**config.mk**
```make
export PLATFORM = sky130hd
export DESIGN_NAME = mem_access_stage_flat
export DESIGN_NICKNAME = d
export VERILOG_FILES = /design/src/rtl/mem_access_stage_if.sv /design/src/rtl/mem_access_stage.sv /design/src/flat_wrapper.sv
export SDC_FILE = /design/constraint.sdc
export NUM_CORES = 1
export LEC_CHECK = 0
export ABC_AREA = 1
export BUFFER_PORTS_ARGS = -buffer_cell sky130_fd_sc_hd__buf_2
export CORE_AREA = 2 2 165 167
export DETAILED_ROUTE_END_ITERATION = 8
export DIE_AREA = 0 0 167 169
export PLACE_DENSITY = 0.67
export SETUP_SLACK_MARGIN = 0.4
export SLEW_MARGIN = 20
export SYNTH_ARGS = -nofsm -noshare
export SYNTH_HDL_FRONTEND = slang
export SYNTH_SLANG_ARGS = --single-unit
```
**constraint.sdc**
```tcl
create_clock -name clk -period 1.4 [get_ports clk]
set_input_delay 0.21 -clock clk [delete_from_list [all_inputs] [get_ports clk]]
set_output_delay 0.21 -clock clk [all_outputs]
set_load 0.02 [all_outputs]
```
**src/rtl/mem_access_stage_if.sv**
```systemverilog
// Data-memory port of the MEM stage: registered request fields
// from the stage, ready/rdata returned by the memory.
interface mem_access_stage_if #(
  parameter int XLEN = 32
) ();
  logic            req;
  logic            we;
  logic [XLEN-1:0] addr;
  logic [XLEN-1:0] wdata;
  logic [3:0]      wstrb;
  logic            ready;
  logic [XLEN-1:0] rdata;

  modport master (
    output req, we, addr, wdata, wstrb,
    input  ready, rdata
  );

  modport slave (
    input  req, we, addr, wdata, wstrb,
    output ready, rdata
  );
endinterface

```
**src/rtl/mem_access_stage.sv**
```systemverilog
// MEM stage: load/store over dmem req/ready port, branch/jump
// redirect, MEM/WB register. Optional macro: MISALIGN_TRAP_EN.
module mem_access_stage #(
  parameter int XLEN    = 32,
  parameter int PC_STEP = 4
) (
  input  logic            clk,
  input  logic            reset,
  input  logic            Ctl_MemtoReg_in,
  input  logic            Ctl_RegWrite_in,
  input  logic            Ctl_MemRead_in,
  input  logic            Ctl_MemWrite_in,
  input  logic            Ctl_branch_in,
  input  logic            Zero_in,
  input  logic            jal_in,
  input  logic            jalr_in,
  input  logic [2:0]      funct3_in,
  input  logic [4:0]      Rd_in,
  input  logic [XLEN-1:0] ALUresult_in,
  input  logic [XLEN-1:0] PCimm_in,
  input  logic [XLEN-1:0] ReadData2_in,
  input  logic [XLEN-1:0] PC_in,
  mem_access_stage_if.master dmem,
  output logic            stall_out,
  output logic            PCSrc_out,
  output logic [XLEN-1:0] PCtarget_out,
  output logic            flush_out,
  output logic [XLEN-1:0] mem_fwd_data_out,
  output logic            Ctl_MemtoReg_out,
  output logic            Ctl_RegWrite_out,
  output logic [4:0]      Rd_out,
  output logic [XLEN-1:0] ReadData_out,
  output logic [XLEN-1:0] ALUresult_out,
  output logic [XLEN-1:0] PC_out
`ifdef MISALIGN_TRAP_EN
  ,
  output logic            misalign_out
`endif
);

  localparam logic [1:0] IDLE = 2'd0;
  localparam logic [1:0] REQ  = 2'd1;
  localparam logic [1:0] DONE = 2'd2;

  logic [1:0]      r_state;
  logic [XLEN-1:0] r_rdata;
  logic            w_access;
  logic            w_go;
  logic            w_bubble;
  logic            w_lb;
  logic            w_lbu;
  logic            w_byte;
  logic            w_taken;
  logic [7:0]      w_lbyte;
  logic [XLEN-1:0] w_ldata;
  logic [3:0]      w_wstrb;
  logic [XLEN-1:0] w_wdata;

  assign w_access = Ctl_MemRead_in | Ctl_MemWrite_in;
  assign w_lb     = funct3_in == 3'b000;
  assign w_lbu    = funct3_in == 3'b100;
  // unsupported sizes fall back to word access
  assign w_byte   = Ctl_MemWrite_in ? w_lb : (w_lb | w_lbu);

`ifdef MISALIGN_TRAP_EN
  logic w_mis;
  assign w_mis = (r_state == IDLE) & w_access & ~w_byte
               & (ALUresult_in[1:0] != 2'b00);
  assign misalign_out = w_mis;
  assign w_go     = w_access & ~w_mis;
  assign w_bubble = stall_out | w_mis;
`else
  assign w_go     = w_access;
  assign w_bubble = stall_out;
`endif

  assign stall_out = ((r_state == IDLE) & w_go)
                   | (r_state == REQ);

  always_comb begin
    w_wstrb = 4'b1111;
    w_wdata = ReadData2_in;
    if (w_byte) begin
      w_wstrb = 4'b0001 << ALUresult_in[1:0];
      w_wdata = {(XLEN/8){ReadData2_in[7:0]}};
    end
  end

  always_ff @(posedge clk or negedge reset) begin
    if (!reset) begin
      r_state    <= IDLE;
      r_rdata    <= '0;
      dmem.req   <= 1'b0;
      dmem.we    <= 1'b0;
      dmem.wstrb <= 4'b0000;
      dmem.addr  <= '0;
      dmem.wdata <= '0;
    end else begin
      unique case (r_state)
        IDLE: if (w_go) begin
          dmem.req   <= 1'b1;
          dmem.we    <= Ctl_MemWrite_in;
          dmem.addr  <= {ALUresult_in[XLEN-1:2], 2'b00};
          dmem.wdata <= w_wdata;
          dmem.wstrb <= Ctl_MemWrite_in ? w_wstrb : 4'b0000;
          r_state    <= REQ;
        end
        REQ: if (dmem.ready) begin
          r_rdata    <= dmem.rdata;
          dmem.req   <= 1'b0;
          dmem.we    <= 1'b0;
          dmem.wstrb <= 4'b0000;
          r_state    <= DONE;
        end
        // EX/MEM advances on this edge, so no reissue
        DONE: r_state <= IDLE;
        default: r_state <= IDLE;
      endcase
    end
  end

  assign w_lbyte = r_rdata[{ALUresult_in[1:0], 3'b000} +: 8];

  always_comb begin
    w_ldata = r_rdata;
    unique case (1'b1)
      w_lb:    w_ldata = {{(XLEN-8){w_lbyte[7]}}, w_lbyte};
      w_lbu:   w_ldata = {{(XLEN-8){1'b0}}, w_lbyte};
      default: w_ldata = r_rdata;
    endcase
  end

  assign w_taken = Ctl_branch_in &
    ((funct3_in[2:1] == 2'b00) ?
      (funct3_in[0] ? ~Zero_in : Zero_in) : ~Zero_in);

  // redirect waits for DONE when it shares an access
  assign PCSrc_out = ~stall_out &
                     (w_taken | jal_in | jalr_in);
  assign flush_out = PCSrc_out;
  assign PCtarget_out = jalr_in ?
    {ALUresult_in[XLEN-1:1], 1'b0} : PCimm_in;
  assign mem_fwd_data_out = ALUresult_in;

  always_ff @(posedge clk or negedge reset) begin
    if (!reset) begin
      Ctl_MemtoReg_out <= 1'b0;
      Ctl_RegWrite_out <= 1'b0;
      Rd_out           <= '0;
      ReadData_out     <= '0;
      ALUresult_out    <= '0;
      PC_out           <= '0;
    end else begin
      Ctl_MemtoReg_out <= Ctl_MemtoReg_in & ~w_bubble;
      Ctl_RegWrite_out <= Ctl_RegWrite_in & ~w_bubble;
      Rd_out           <= Rd_in;
      ReadData_out     <= w_ldata;
      ALUresult_out    <= ALUresult_in;
      PC_out           <= PC_in + XLEN'(PC_STEP);
    end
  end

endmodule

```
**src/flat_wrapper.sv**
```systemverilog
// flat-port wrapper written by rule: the top's interface ports become plain ports
module mem_access_stage_flat 
#(
  parameter int XLEN    = 32,
  parameter int PC_STEP = 4
)
  (clk, reset, Ctl_MemtoReg_in, Ctl_RegWrite_in, Ctl_MemRead_in, Ctl_MemWrite_in, Ctl_branch_in, Zero_in, jal_in, jalr_in, funct3_in, Rd_in, ALUresult_in, PCimm_in, ReadData2_in, PC_in, stall_out, PCSrc_out, PCtarget_out, flush_out, mem_fwd_data_out, Ctl_MemtoReg_out, Ctl_RegWrite_out, Rd_out, ReadData_out, ALUresult_out, PC_out, dmem_req, dmem_we, dmem_addr, dmem_wdata, dmem_wstrb, dmem_ready, dmem_rdata);
  mem_access_stage_if #(.XLEN(XLEN)) dmem_i ();
  input  logic clk;
  input  logic reset;
  input  logic Ctl_MemtoReg_in;
  input  logic Ctl_RegWrite_in;
  input  logic Ctl_MemRead_in;
  input  logic Ctl_MemWrite_in;
  input  logic Ctl_branch_in;
  input  logic Zero_in;
  input  logic jal_in;
  input  logic jalr_in;
  input  logic [2:0] funct3_in;
  input  logic [4:0] Rd_in;
  input  logic [XLEN-1:0] ALUresult_in;
  input  logic [XLEN-1:0] PCimm_in;
  input  logic [XLEN-1:0] ReadData2_in;
  input  logic [XLEN-1:0] PC_in;
  output logic stall_out;
  output logic PCSrc_out;
  output logic [XLEN-1:0] PCtarget_out;
  output logic flush_out;
  output logic [XLEN-1:0] mem_fwd_data_out;
  output logic Ctl_MemtoReg_out;
  output logic Ctl_RegWrite_out;
  output logic [4:0] Rd_out;
  output logic [XLEN-1:0] ReadData_out;
  output logic [XLEN-1:0] ALUresult_out;
  output logic [XLEN-1:0] PC_out;
  output wire logic [$bits(dmem_i.req)-1:0] dmem_req;
  output wire logic [$bits(dmem_i.we)-1:0] dmem_we;
  output wire logic [$bits(dmem_i.addr)-1:0] dmem_addr;
  output wire logic [$bits(dmem_i.wdata)-1:0] dmem_wdata;
  output wire logic [$bits(dmem_i.wstrb)-1:0] dmem_wstrb;
  input wire logic [$bits(dmem_i.ready)-1:0] dmem_ready;
  input wire logic [$bits(dmem_i.rdata)-1:0] dmem_rdata;
  assign dmem_req = dmem_i.req;
  assign dmem_we = dmem_i.we;
  assign dmem_addr = dmem_i.addr;
  assign dmem_wdata = dmem_i.wdata;
  assign dmem_wstrb = dmem_i.wstrb;
  assign dmem_i.ready = dmem_ready;
  assign dmem_i.rdata = dmem_rdata;
  mem_access_stage #(.XLEN(XLEN), .PC_STEP(PC_STEP)) u_core (.clk(clk), .reset(reset), .Ctl_MemtoReg_in(Ctl_MemtoReg_in), .Ctl_RegWrite_in(Ctl_RegWrite_in), .Ctl_MemRead_in(Ctl_MemRead_in), .Ctl_MemWrite_in(Ctl_MemWrite_in), .Ctl_branch_in(Ctl_branch_in), .Zero_in(Zero_in), .jal_in(jal_in), .jalr_in(jalr_in), .funct3_in(funct3_in), .Rd_in(Rd_in), .ALUresult_in(ALUresult_in), .PCimm_in(PCimm_in), .ReadData2_in(ReadData2_in), .PC_in(PC_in), .dmem(dmem_i), .stall_out(stall_out), .PCSrc_out(PCSrc_out), .PCtarget_out(PCtarget_out), .flush_out(flush_out), .mem_fwd_data_out(mem_fwd_data_out), .Ctl_MemtoReg_out(Ctl_MemtoReg_out), .Ctl_RegWrite_out(Ctl_RegWrite_out), .Rd_out(Rd_out), .ReadData_out(ReadData_out), .ALUresult_out(ALUresult_out), .PC_out(PC_out));
endmodule
```
==> out/qor.yml <==
totalPowerFinal_mw: 28.0
hp-start: "ReadData2_in[16]"
start_util: 0.330
status: "finished, violations left"
die_w_um: 167
slew_violations: 0
fin_skew_ps: 23.9
fp.dieH_um: 169
clockRootBuffer: "clkbuf_16"
violations: "negative setup slack"
wl_per_cell_um: 18.9
peakVddDrop_v: 0.00109
slowest_delay_ps: 370
cts_buffers: 23
die_area_sq_um: 28200
crit_arrival_ps: 1510
core_region_area_sq_um: 26500
regToRegStartpoint: "u_core.r_state[0]$_DFFE_PN0P_"
overflow: 0
yosysWarnings: 0
drt_first_iter_violations: 732
r2r-end: "u_core.dmem.addr[18]$_DFFE_PN0P_"
fin_ws_ps: -321
first_pass_iters: 5
cap_viol_max_count: 0
antennaDiodeCount: 0
grt_setup_unrepaired: "yes"
synth-seq-area-share: 0.587
setup_violations: 53
htreeDepth: 1
hpwlAfterDp_um: 23700
clk_pin_slew_ps: 60
path_cells: "inv_2 -> nor2_2 -> inv_2 -> nand2_8 -> a21oi_4 -> buf_6"
crit_top_cell: "inv_2"
p_per_area_nw_per_um2: 1800
area_growth_pct: 77.7
hold_depth: 5
regToRegSetupSlack_ps: -120
portBuffers: 416
grt_pass1_wl_um: 50100
fin_crit_sh: 1.23
reg2reg_depth: 8
clock_path_buffers: 3
cp_slowest_cell: "dfrtp_1"
criticalPathCategory: "reg -> out"
final_cell_mix: "nand2_1, buf_2, dfrtp_1, buf_6, dlygate4sd3_1"
cts_sinks: 205
finalWirelength_um: 37100
grt.total_usage: 0.225
endpoint_kind: "output port"
ant_nets: 0
synth_area_sq_um: 8740
antenna_found_initial: 3
yosysUniqueCellTypes: 27
clock_latency_ps: 510
pre_cts_slack_ps: -1.88
pin_count: 419
cts_tree: "built"
drc: 0
ys_ff_latch: 205
synthCells: 1025
hold_path_class: "in -> reg"
crit_path_start_kind: "flip-flop"
p_leak_nw: 8.16
final_nets: 1785
grt_pass1_vias: 8953
drive_gt1_frac: 0.388
postSynthAreaPerCell_sq_um: 8.53
rows: 60
via_count: 9295
crit_fanout: 2
hold_end: "u_core.dmem.wdata[16]$_DFFE_PN0P_"
hold_viol: 0
required_ps: 1190
max_freq_mhz: 581
grt_max_degree: 45
final_common_cell: "nand2_1"
viasPerCell: 4.74
place.gp.congestion: 0.927
fin_crit_ps: 1720
[what timing repair did]
action | 4_1_cts | 5_1_grt
resized for setup | 160 | 291
setup endpoints to repair | 333 | 336
hold buffers | 118 | 0
gates cloned | 3 | 13
buffers inserted | 5 | 27
endpoints found under the hold margin | 263 | 0
pin swaps | 1 | 17
[kinds of logic (layout without fill, tap and decap cells)]
group | count (synthesis) | count (layout) | synth area share
and+or+nand+nor | 591 | 591 | 0.269
DFF | 205 | 205 | 0.587
buffers and inverters | 139 | 735 | 0.0847
AOI/OAI and AO/OA | 73 | 73 | 0.0422
xor gates and xnor gates | 15 | 15 | 0.0150
adders and majority gates | 1 | 1 | 0.00143
other | 1 | 2 | 0.000429
[worst max-delay path: cells and delay by family (launching register included)]
kind / cells / cell delay, ps
and+or+nand+nor: 2 / 110
AOI/OAI and AO/OA: 1 / 170
DFF: 1 / 370
buffers and inverters: 3 / 340
[cells in the mapped netlist (all sizes together)]
cell | count | share of area
inv | 68 | 0.029
xor2 | 8 | 0.0080
conb | 1 | 0.00043
a21oi | 32 | 0.019
xnor2 | 7 | 0.0070
o21ai | 41 | 0.023
nor2 | 92 | 0.043
clkbuf | 5 | 0.0021
clkinv | 1 | 0.00057
nand3b | 6 | 0.0052
nand4 | 1 | 0.0014
buf | 65 | 0.053
ha | 1 | 0.0014
nand2 | 468 | 0.21
dfrtp | 205 | 0.59
or2 | 1 | 0.00072
nand3 | 23 | 0.013
[cell type report]
cell class                      count  area, sq um
Clock buffer                       34          677
Clock inverter                      8          125
Fill cell                        2120        11000
Inverter                           69          273
Multi-Input combinational cell    682         3340
Sequential cell                   205         5130
Tap cell                          341          427
Timing Repair Buffer              624         5560
[worst max path at each step]
| stage | startpoint | to | depth (start not counted) |
|---|---|---|---|
| floorplan | Ctl_MemWrite_in | flush_out | 7 |
| global placement | Ctl_MemWrite_in | PCSrc_out | 6 |
| detailed placement | Ctl_MemWrite_in | PCSrc_out | 6 |
| CTS | u_core.r_state[0]$_DFFE_PN0P_ | PCSrc_out | 6 |
| global route | u_core.r_state[0]$_DFFE_PN0P_ | PCSrc_out | 6 |
| finish | u_core.r_state[0]$_DFFE_PN0P_ | PCSrc_out | 6 |
[metal layers]
| layer | wire [um] | part of all wire | global-route usage |
|---|---|---|---|
| met1 | 13500 | 0.36 | 0.264 |
| met2 | 19200 | 0.52 | 0.405 |
| met3 | 2950 | 0.079 | 0.0575 |
| met4 | 1420 | 0.038 | 0.0720 |
| met5 | 7 | 0.00019 | 0 |
[flip-flops by register name, indices dropped and copies added, names as in the netlist]
| name | flops |
|---|---|
| u_core.Rd_out | 5 |
| u_core.dmem.wdata | 32 |
| u_core.dmem.wstrb | 4 |
| u_core.Ctl_RegWrite_out | 1 |
| u_core.Ctl_MemtoReg_out | 1 |
| u_core.r_rdata | 32 |
| u_core.dmem.we | 1 |
| u_core.ReadData_out | 32 |
| u_core.dmem.req | 1 |
| u_core.PC_out | 32 |
| u_core.r_state | 2 |
| u_core.ALUresult_out | 32 |
| u_core.dmem.addr | 30 |
[metrics by stage]
step                      instance area (sq um)  cells  hold slack [ps]  setup TNS, ps   util
after floorplan                            9110   1026            -85.6              0      -
after global placement                    11500   1755              157          -4.68  0.435
after detailed placement                  11500   1755              165          -1.88  0.435
after CTS                                 14100   1923             3.18          -2020  0.533
after global routing                      15500   1963             24.5          -6770  0.586
final                                     15500   1963             15.1          -2670  0.586
[power breakdown]
group | internal [mW] | switching [mW] | leakage (nW) | total [mW]
clock network | 3.91 | 2.47 | 0.391 | 6.37
registers | 7.85 | 1.39 | 2.50 | 9.24
logic | 5.96 | 6.46 | 5.27 | 12.4
total | 17.7 | 10.3 | 8.16 | 28.0
Note: power is estimated with default switching activity, not from simulation.
